[src/rtl/eth_idma_desc_arb.sv]
// Per-channel descriptor FIFOs feeding a round-robin arbiter that issues requests to a
// DMA backend. Responses return in order and are matched to their channel through a tag FIFO.
// Each channel keeps a completion counter, a completion interrupt and a sticky error flag.
module eth_idma_desc_arb #(
    parameter int unsigned NumChan     = 2,
    parameter int unsigned DescDepth   = 4,
    parameter int unsigned MaxInFlight = 4,
    parameter int unsigned AddrWidth   = 32,
    parameter int unsigned LenWidth    = 32,
    parameter int unsigned CntWidth    = 8,
    localparam int unsigned ChanW      = (NumChan > 1) ? $clog2(NumChan) : 1
) (
    input  logic                          clk_i,
    input  logic                          rst_i,
    input  logic [NumChan-1:0]            desc_valid_i,
    output logic [NumChan-1:0]            desc_ready_o,
    input  logic [NumChan*AddrWidth-1:0]  desc_src_i,
    input  logic [NumChan*AddrWidth-1:0]  desc_dst_i,
    input  logic [NumChan*LenWidth-1:0]   desc_len_i,
    output logic                          req_valid_o,
    input  logic                          req_ready_i,
    output logic [AddrWidth-1:0]          req_src_o,
    output logic [AddrWidth-1:0]          req_dst_o,
    output logic [LenWidth-1:0]           req_len_o,
    output logic [ChanW-1:0]              req_chan_o,
    input  logic                          rsp_valid_i,
    output logic                          rsp_ready_o,
    input  logic                          rsp_error_i,
    output logic [NumChan*CntWidth-1:0]   done_cnt_o,
    output logic [NumChan-1:0]            irq_o,
    input  logic [NumChan-1:0]            irq_clr_i,
    output logic [NumChan-1:0]            err_o,
    input  logic [NumChan-1:0]            err_clr_i,
    output logic [NumChan-1:0]            busy_o
);

    localparam int unsigned PtrW    = $clog2(DescDepth);
    localparam int unsigned TagPtrW = (MaxInFlight > 1) ? $clog2(MaxInFlight) : 1;
    localparam int unsigned InfW    = $clog2(MaxInFlight + 1);

    // Descriptor FIFO storage and pointers
    logic [AddrWidth-1:0] src_mem [NumChan][DescDepth];
    logic [AddrWidth-1:0] dst_mem [NumChan][DescDepth];
    logic [LenWidth-1:0]  len_mem [NumChan][DescDepth];
    logic [PtrW-1:0]      wptr_q  [NumChan];
    logic [PtrW-1:0]      rptr_q  [NumChan];
    logic [PtrW:0]        cnt_q   [NumChan];

    logic [NumChan-1:0] full, nonempty, accept, len_zero, push, pop;

    // Arbiter state
    logic [ChanW-1:0] rr_ptr_q, gnt_q, gnt;
    logic             gnt_lock_q, found, req_fire;

    // Tag FIFO and in-flight accounting
    logic [ChanW-1:0]   tag_mem [MaxInFlight];
    logic [TagPtrW-1:0] tag_wptr_q, tag_rptr_q;
    logic [InfW-1:0]    inflight_q;
    logic [InfW-1:0]    chan_inf_q [NumChan];
    logic               rsp_fire;
    logic [ChanW-1:0]   rsp_chan;

    // Status
    logic [CntWidth-1:0] done_cnt_q [NumChan];
    logic [NumChan-1:0]  irq_q, err_q, irq_set, err_set;

    // FIFO flags and descriptor acceptance; zero-length descriptors are swallowed
    always_comb begin
        for (int c = 0; c < NumChan; c++) begin
            full[c]     = (cnt_q[c] == (PtrW+1)'(DescDepth));
            nonempty[c] = (cnt_q[c] != '0);
            len_zero[c] = (desc_len_i[c*LenWidth +: LenWidth] == '0);
        end
        desc_ready_o = ~full;
        accept       = desc_valid_i & ~full;
        push         = accept & ~len_zero;
    end

    // Round-robin grant; a pending grant is held so the payload stays stable under backpressure
    always_comb begin
        int idx;
        idx   = 0;
        gnt   = gnt_q;
        found = gnt_lock_q;
        if (!gnt_lock_q) begin
            found = 1'b0;
            gnt   = '0;
            for (int i = 0; i < NumChan; i++) begin
                idx = (int'(rr_ptr_q) + i) % int'(NumChan);
                if (!found && nonempty[idx]) begin
                    found = 1'b1;
                    gnt   = ChanW'(idx);
                end
            end
        end
        req_valid_o = found && (inflight_q < InfW'(MaxInFlight));
        req_fire    = req_valid_o && req_ready_i;
        for (int c = 0; c < NumChan; c++) begin
            pop[c] = req_fire && (gnt == ChanW'(c));
        end
        req_src_o  = src_mem[gnt][rptr_q[gnt]];
        req_dst_o  = dst_mem[gnt][rptr_q[gnt]];
        req_len_o  = len_mem[gnt][rptr_q[gnt]];
        req_chan_o = gnt;
    end

    // Response side: in-order tags, set vectors for irq/err
    always_comb begin
        rsp_ready_o = (inflight_q != '0);
        rsp_fire    = rsp_valid_i && rsp_ready_o;
        rsp_chan    = tag_mem[tag_rptr_q];
        for (int c = 0; c < NumChan; c++) begin
            irq_set[c] = rsp_fire && (rsp_chan == ChanW'(c));
        end
        err_set = (accept & len_zero) | (rsp_error_i ? irq_set : '0);
    end

    // Output packing and busy
    always_comb begin
        for (int c = 0; c < NumChan; c++) begin
            done_cnt_o[c*CntWidth +: CntWidth] = done_cnt_q[c];
            busy_o[c] = nonempty[c] || (chan_inf_q[c] != '0);
        end
        irq_o = irq_q;
        err_o = err_q;
    end

    // Descriptor FIFO payload write (no reset needed; validity lives in the counters)
    always_ff @(posedge clk_i) begin
        for (int c = 0; c < NumChan; c++) begin
            if (push[c]) begin
                src_mem[c][wptr_q[c]] <= desc_src_i[c*AddrWidth +: AddrWidth];
                dst_mem[c][wptr_q[c]] <= desc_dst_i[c*AddrWidth +: AddrWidth];
                len_mem[c][wptr_q[c]] <= desc_len_i[c*LenWidth +: LenWidth];
            end
        end
    end

    // Descriptor FIFO pointers and occupancy
    always_ff @(posedge clk_i) begin
        for (int c = 0; c < NumChan; c++) begin
            if (rst_i) begin
                wptr_q[c] <= '0;
                rptr_q[c] <= '0;
                cnt_q[c]  <= '0;
            end else begin
                if (push[c]) wptr_q[c] <= wptr_q[c] + 1'b1;
                if (pop[c])  rptr_q[c] <= rptr_q[c] + 1'b1;
                cnt_q[c] <= cnt_q[c] + (PtrW+1)'(push[c]) - (PtrW+1)'(pop[c]);
            end
        end
    end

    // Arbiter pointer and grant lock
    always_ff @(posedge clk_i) begin
        if (rst_i) begin
            rr_ptr_q   <= '0;
            gnt_q      <= '0;
            gnt_lock_q <= 1'b0;
        end else begin
            gnt_q <= gnt;
            if (req_fire) begin
                rr_ptr_q   <= (gnt == ChanW'(NumChan - 1)) ? '0 : gnt + 1'b1;
                gnt_lock_q <= 1'b0;
            end else begin
                gnt_lock_q <= req_valid_o;
            end
        end
    end

    // Tag FIFO write (storage only)
    always_ff @(posedge clk_i) begin
        if (req_fire) tag_mem[tag_wptr_q] <= gnt;
    end

    // Tag FIFO pointers and in-flight counters
    always_ff @(posedge clk_i) begin
        if (rst_i) begin
            tag_wptr_q <= '0;
            tag_rptr_q <= '0;
            inflight_q <= '0;
            for (int c = 0; c < NumChan; c++) chan_inf_q[c] <= '0;
        end else begin
            if (req_fire) begin
                tag_wptr_q <= (tag_wptr_q == TagPtrW'(MaxInFlight - 1)) ? '0 : tag_wptr_q + 1'b1;
            end
            if (rsp_fire) begin
                tag_rptr_q <= (tag_rptr_q == TagPtrW'(MaxInFlight - 1)) ? '0 : tag_rptr_q + 1'b1;
            end
            inflight_q <= inflight_q + InfW'(req_fire) - InfW'(rsp_fire);
            for (int c = 0; c < NumChan; c++) begin
                chan_inf_q[c] <= chan_inf_q[c] + InfW'(pop[c]) - InfW'(irq_set[c]);
            end
        end
    end

    // Completion counters, interrupts and sticky errors; a set beats a coincident clear
    always_ff @(posedge clk_i) begin
        if (rst_i) begin
            irq_q <= '0;
            err_q <= '0;
            for (int c = 0; c < NumChan; c++) done_cnt_q[c] <= '0;
        end else begin
            irq_q <= (irq_q & ~irq_clr_i) | irq_set;
            err_q <= (err_q & ~err_clr_i) | err_set;
            for (int c = 0; c < NumChan; c++) begin
                if (irq_set[c]) done_cnt_q[c] <= done_cnt_q[c] + 1'b1;
            end
        end
    end

endmodule

[config.mk]
export PLATFORM = sky130hd
export DESIGN_NAME = eth_idma_desc_arb
export DESIGN_NICKNAME = d
export VERILOG_FILES = /design/src/rtl/eth_idma_desc_arb.sv
export SDC_FILE = /design/constraint.sdc
export NUM_CORES = 1
export LEC_CHECK = 0
export BUFFER_PORTS_ARGS = -buffer_cell sky130_fd_sc_hd__buf_2
export CORE_UTILIZATION = 58
export DETAILED_ROUTE_END_ITERATION = 16
export PLACE_DENSITY_LB_ADDON = 0.2
export SLEW_MARGIN = 5
export SYNTH_ARGS = -nofsm -noshare
export SYNTH_HDL_FRONTEND = slang
export SYNTH_SLANG_ARGS = --single-unit
[constraint.sdc]
create_clock -name clk_i -period 15.35 [get_ports clk_i]
set_input_delay 0.7675 -clock clk_i [delete_from_list [all_inputs] [get_ports clk_i]]
set_output_delay 0.7675 -clock clk_i [all_outputs]
set_load 0.02 [all_outputs]
* Yosys cells after proc, flatten, opt, wreduce, memory -nomap -nowiden
Memory sizes are Yosys's and may differ from the RTL's. A register that Yosys moved wholly into a read port is not among the register bits. Cells that the tools add are included. Widths: inputs -> output; s select.
Storage, ports and cells: bits in registers 14, RAM bits 808, input port bits 203, output and inout port bits 123, logic and storage cells 164, memories kept 9
Memories:
- dst_mem | words 2, bits a word 128, rd ports 1, clocked after memory_dff 0, wr ports 2, RTL line 43 | logic [AddrWidth-1:0] dst_mem [NumChan][DescDepth];
- len_mem | words 2, bits a word 128, rd ports 1, clocked after memory_dff 0, wr ports 2, RTL line 44 | logic [LenWidth-1:0] len_mem [NumChan][DescDepth];
- src_mem | words 2, bits a word 128, rd ports 1, clocked after memory_dff 0, wr ports 2, RTL line 42 | logic [AddrWidth-1:0] src_mem [NumChan][DescDepth];
- done_cnt_q | words 2, bits a word 8, rd ports 2, clocked after memory_dff 0, wr ports 2, RTL line 64 | logic [CntWidth-1:0] done_cnt_q [NumChan];
- chan_inf_q | words 2, bits a word 3, rd ports 2, clocked after memory_dff 0, wr ports 2, RTL line 59 | logic [InfW-1:0] chan_inf_q [NumChan];
- cnt_q | words 2, bits a word 3, rd ports 2, clocked after memory_dff 0, wr ports 2, RTL line 47 | logic [PtrW:0] cnt_q [NumChan];
- +3 memories
Cells by class: $add $sub $neg 20, magnitude comparators 8, eq/ne operators 4, muxes and demuxes 66, bitwise logic cells 28, reductions and logical operators 21
Operator list (count):
- $mux 128 | 2
- $mux 32 | 8
- $bmux 32 s2 | 3
- $demux 32 s2 | 2
- $logic_not 32->1 | 2
- $mux 1 | 36
- $mux 2 | 9
- $add 8x1->8 const B | 2
- $mux 8 | 2
- $add 3x1->3 | 5
- $reduce_bool 3->1 | 5
- $sub 3x1->3 | 5
- $add 2x1->2 const B | 6
- $mux 3 | 4
- $and 2x2->2 | 5
- $logic_and 1x1->1 | 10
- $or 1x1->1 | 10
- $ge 3x3->1 const B | 3
- $not 2->3 | 3
- $not 2->2 | 4
- $eq 3x3->1 const B | 2
- $lt 3x1->1 const B | 2
- $or 2x2->2 | 3
- $eq 2x2->1 const B | 2
- 9 further kinds | 12

* Longest topological paths before layout
Gate-level depths: netlist (run 1).
depth after elaboration 16, depth in mapped cells 14

* Worst setup path after synthesis (run 1)
No wires, ideal clock.
kind input to register, from input port desc_len_i[16], to memory dst_mem[0][0] (netlist bit) (enable), library setup time 552 ps, data arrival time 5102 ps, required time 14798 ps, setup slack 9696 ps, cell stages on the path 4, buffers on the path 0, cells stage by stage nor4_1 nand4_1 o21bai_1 nor2_1
RTL lines:
- start, declared | RTL line 19 | input logic [NumChan*LenWidth-1:0] desc_len_i,
- end, declared | RTL line 43

==> results of run 1 <==
==> worst max-delay path by stage <==
stage	startpoint	slack (ps)	endpoint
2_1_floorplan	desc_len_i[16]	9700	dst_mem[0][0]
3_3_place_gp	desc_len_i[33]	10780	len_mem[1][115]
3_5_place_dp	desc_len_i[33]	10750	src_mem[1][70]
4_1_cts	rptr_q[0][0]	11040	req_src_o[19]
5_1_grt	rptr_q[0][0]	10930	req_len_o[4]
6_report	rptr_q[0][0]	11150	req_src_o[19]
==> sequential cells by signal, indices dropped and copies added, names as in the netlist, 2 cells and up, named ones only <==
signal,flops
wptr_q,4
irq_o,2
rptr_q,4
dst_mem,256
cnt_q,6
chan_inf_q,6
tag_mem,4
done_cnt_q,16
inflight_q,3
len_mem,256
err_o,2
src_mem,256
tag_rptr_q,2
tag_wptr_q,2
==> per-stage QoR <==
step	std cells	worst slack (ps)	hold WS (ps)	area, µm²
2_1_floorplan	1408	9700	454	31800
3_3_place_gp	2392	10780	471	34200
3_5_place_dp	2392	10750	469	34200
4_1_cts	2536	11040	332	36800
5_1_grt	2541	10930	342	36800
6_report	2547	11150	364	36800
==> cells in the final DEF, fill, tap and decap left out, drive strengths merged, types with 2 or more instances in the layout <==
cell type,count
or3,5
xor2,13
nor4,18
edfxtp,796
nor2,38
fa,5
bufinv,9
nand3,7
clkinvlp,4
nand2,17
or3b,2
nor2b,7
inv,35
xnor2,13
and2,5
clkinv,30
nand4,4
ha,23
diode,11
buf,349
mux4,193
mux2,96
dfxtp,28
and3,5
a21oi,6
nor3,11
clkbuf,100
nor3b,3
nand2b,6
o21bai,2
==> layer usage <==
metal,wire length (µm),global-route usage,vias up,part of all wire
li1,-,-,6601,-
met1,26700,0.333,7997,0.40
met2,33700,0.399,491,0.50
met3,5220,0.0751,129,0.077
met4,1750,0.0819,30,0.026
met5,172,0,-,0.0025
==> worst max-delay path: stages (launching register included) <==
cell	delay, ps
edfxtp_1	370
buf_4	350
buf_4	860
mux4_2	640
mux2_1	380
buf_2	190
==> cells in the mapped netlist (all sizes together), types with 17 or more instances <==
cell type and instances:
nand2 17, buf 38, ha 23, nor2 38
mux2 96, nor4 18, mux4 193, dfxtp 28
edfxtp 796, clkbuf 23, inv 34
==> final cells by class <==
cell class                      count  area, µm²  area share
Antenna cell                       11       27.5    0.000747
Clock buffer                      100       2160      0.0587
Clock inverter                     44        453      0.0123
Inverter                           34        128     0.00346
Multi-Input combinational cell    489       6930       0.188
Sequential cell                   824      24500       0.664
Tap cell                          696        871      0.0236
Timing Repair Buffer              349       1810      0.0490
==> power by group <==
group          internal (µW)  leakage (µW)  switching (µW)
registers               2740       0.00756            73.0
clock network           1150       0.00127             802
logic                    765       0.00360            1140
==> logic make-up after synthesis <==
group	after synthesis	share of synthesized area
and+or+nand+nor	130	0.0219
xor gates and xnor gates	26	0.00716
AOI/OAI and AO/OA	15	0.00350
muxes	290	0.171
DFF	824	0.769
buffers and inverters	95	0.0151
adders and majority gates	28	0.0122
==> reports/results.tsv, run 1 <==
metric	value	unit
cp-start-kind	flop	
reg2reg_from	cnt_q[1][1]	
synth_area	31800	µm²
timing.setup.tns	0	ps
synthCells	1408	
nNetsFinal	2011	
path_class	flop to output port	
setup_viol	0	
worst_pin_slew	1230	ps
synthTopCellsByArea	edfxtp_1 75%, mux4_2 14%, mux2_1 2.8%, dfxtp_1 1.8%, ha_1 0.90%	
synth_cell_types	46	
ys_seq_area_frac	0.769	
power	6670	µW
drc	0	
drive_above_1_share	0.377	
r2r-end	dst_mem[1][123]	
gr-total-overflow	0	
r2r_setup_slack	11560	ps
die_height	236	µm
finalMaxSlewViolations	0	
yosys.area.top_type_share	0.752	
grt_max_degree	67	
cp_max_fo	49	
grt_use_total	0.250	
wirelength	67600	µm
num-fill-cells	3399	
synth_area_per_cell	22.6	µm²
fin_util	0.682	
clock_path_buffers	3	
die_w	236	µm
arrival	3430	ps
vdd_drop_max	180	µV
async_reset_ff_frac	0	
cts.sinks	824	
drt_iter0_markers	1060	
grt_pass1_wl	101000	µm
gp_congestion	0.760	
synth_edf_count	796	
period_share	0.274	
finalHoldViolCount	0	
vias	15248	
initial_core_util	0.589	
first_global_vias	15916	
htree_levels	3	
cts_resized	0	
vias_per_cell	5.99	
area_growth	15.8	%
endpoint_kind	output port	
firstDrtPassIters	5	
whs_path_depth	1	
hold_path_class	input port to flop	
fin_crit	4200	ps
ys_ff_latch	824	
slew_headroom	0.180	
numCtsBuffers	82	
reg2reg_depth	5	
synth_flop_cell	edfxtp_1	
ant_nets	0	
pin_count	326	
routedWlPerCell	26.5	µm
outcome	finished, final reports clean	
fp.coreArea	54000	µm²
rows	85	
p_per_area	181	nW/µm²
numPortBuffers	325	
antenna_found_initial	26	
clkTransAtPathRegs	60	ps
syn_nets	1639	
post_cts_buffers	0	
insertion_delay	620	ps
hold_buffers	0	
tritoncts	built	
cts-root-buf	clkbuf_16	
hold_end	src_mem[1][12]	
die_area	55800	µm²
leakage	0.0124	µW
max_freq	238	MHz
yosys_warnings	0	
maxCapViolations	0	
dp_hpwl	41200	µm
hp-start	desc_src_i[44]	
fin_worst_skew	20.6	ps
post-synth-top-area-cell	edfxtp_1	
rsz0062_at_grt	false	
critPathRequiredTime	14580	ps
(Power assumes the default switching activity.)
==> inputs of run 2 (changes only) <==
Clock period 15.35 ns to 4.3 ns, I/O delays scaled along.
==> reports/results.tsv, run 2 (synthesis gave the netlist of run 1 again) <==
metric	value	unit
ant_nets	0	
setup_viol	0	
reg2reg_depth	6	
clkTransAtPathRegs	60	ps
vias	16150	
finalHoldViolCount	0	
drc	0	
finalMaxSlewViolations	0	
slew_headroom	0.133	
fin_crit	3410	ps
p_per_area	610	nW/µm²
die_w	236	µm
grt_pass1_wl	105000	µm
layout_commonest_cell	edfxtp_1	
gp_congestion	0.768	
r2r_setup_slack	1320	ps
die_area	55800	µm²
die_height	236	µm
drive_above_1_share	0.336	
pin_count	326	
tritoncts	built	
max_freq	293	MHz
drt_iter0_markers	1183	
insertion_delay	610	ps
r2r-end	src_mem[0][89]	
rsz0062_at_grt	false	
fin_worst_skew	22.1	ps
grt_use_total	0.257	
maxCapViolations	0	
routedWlPerCell	25.5	µm
antenna_found_initial	8	
grt_max_degree	66	
first_global_vias	17228	
initial_core_util	0.589	
arrival	3200	ps
cp_max_fo	60	
postPlaceCellArea	34300	µm²
leakage	0.0132	µW
numCtsBuffers	82	
fin_area	38700	µm²
reg2reg_from	cnt_q[0][1]	
path_class	flop to output port	
outcome	finished, final reports clean	
numPortBuffers	325	
worst_pin_slew	1290	ps
whs	57.6	ps
dp_hpwl	40400	µm
num-fill-cells	3242	
gr-total-overflow	0	
mostFrequentLayoutCells	796 x edfxtp_1, 325 x buf_2, 199 x dlygate4sd3_1, 193 x mux4_2, 84 x clkbuf_16	
timing.setup.tns	0	ps
vias_per_cell	5.89	
nNetsFinal	2214	
cts.sinks	824	
htree_levels	3	
wirelength	69800	µm
rows	85	
vdd_drop_max	499	µV
top_usage_layer	met2	
grt_use_met2	0.418	
cts-root-buf	clkbuf_16	
firstDrtPassIters	5	
hold_path_class	input port to flop	
fp.coreArea	54000	µm²
cp-startpoint	cnt_q[0][1]	
grt_use_met1	0.355	
endpoint_kind	output port	
area_growth	21.8	%
cp-start-kind	flop	
clock_path_buffers	3	
use_met3	0.0559	
endpoint	req_len_o[7]	
period_share	0.794	
critPathRequiredTime	4090	ps
[run 2: cell count changes in the layout (fill, tap and decap cells not counted), moves of 4 or more]
cell,delta
dlygate4sd3_1,+199
bufinv_16,-6
clkinv_1,+7
diode_2,-7
clkinv_2,-4
[run 2: worst min-delay path by stage]
stage	from	to	slack, ps	cells after the start
after floorplan	req_ready_i	gnt_lock_q	290	1
after global placement	desc_dst_i[31]	dst_mem[0][127]	420	1
after detailed placement	desc_dst_i[55]	dst_mem[1][119]	430	1
after CTS	rsp_valid_i	flop	2	4
after global routing	rsp_valid_i	flop	50	4
final	rsp_valid_i	flop	60	4
[run 2: worst max-delay path: stages (launching register included)]
cell	delay [ps]
dfxtp_1	360
or3_4	420
a211oi_4	260
buf_4	840
mux2_1	480
buf_2	200
[run 2: what timing repair did]
action | CTS | global route
buffers inserted | 0 | 0
hold endpoints to repair | 773 | 0
hold buffers | 199 | 0
resized for setup | 0 | 0
[run 2: layer usage]
layer	share of wire	vias to the layer above
met3	0.073	124
li1	-	6985
met2	0.49	659
met1	0.41	8376
met4	0.024	6
met5	0.00050	-
[run 2: layout make-up]
type                       instances  area, µm²  share of cell area
timing repair buffer             552       3870              0.0998
antenna                            4       10.0            0.000258
multi-input combinational        489       6930               0.179
clock inverter                    38        256             0.00662
inverter                          34        128             0.00330
clock buffer                     105       2200              0.0568
sequential                       824      24500               0.632
tap                              696        871              0.0225
[run 2: report_power, final]
part           internal, µW  leakage, µW  switching [µW]
combinational          2880      0.00447            4130
sequential             9760      0.00756             264
clock                  3770      0.00120            2820
total                 16400       0.0132            7220
[run 2: metrics by stage]
stage                     instances  worst slack (ps)  total power (µW)  utilization
after floorplan                1408             -1240             15000            -
after global placement         2396              1350             17000        0.634
after detailed placement       2396              1270             17100        0.634
after CTS                      2738               867             23800        0.717
after global routing           2742               794             24500        0.717
final                          2742               888             23600        0.717
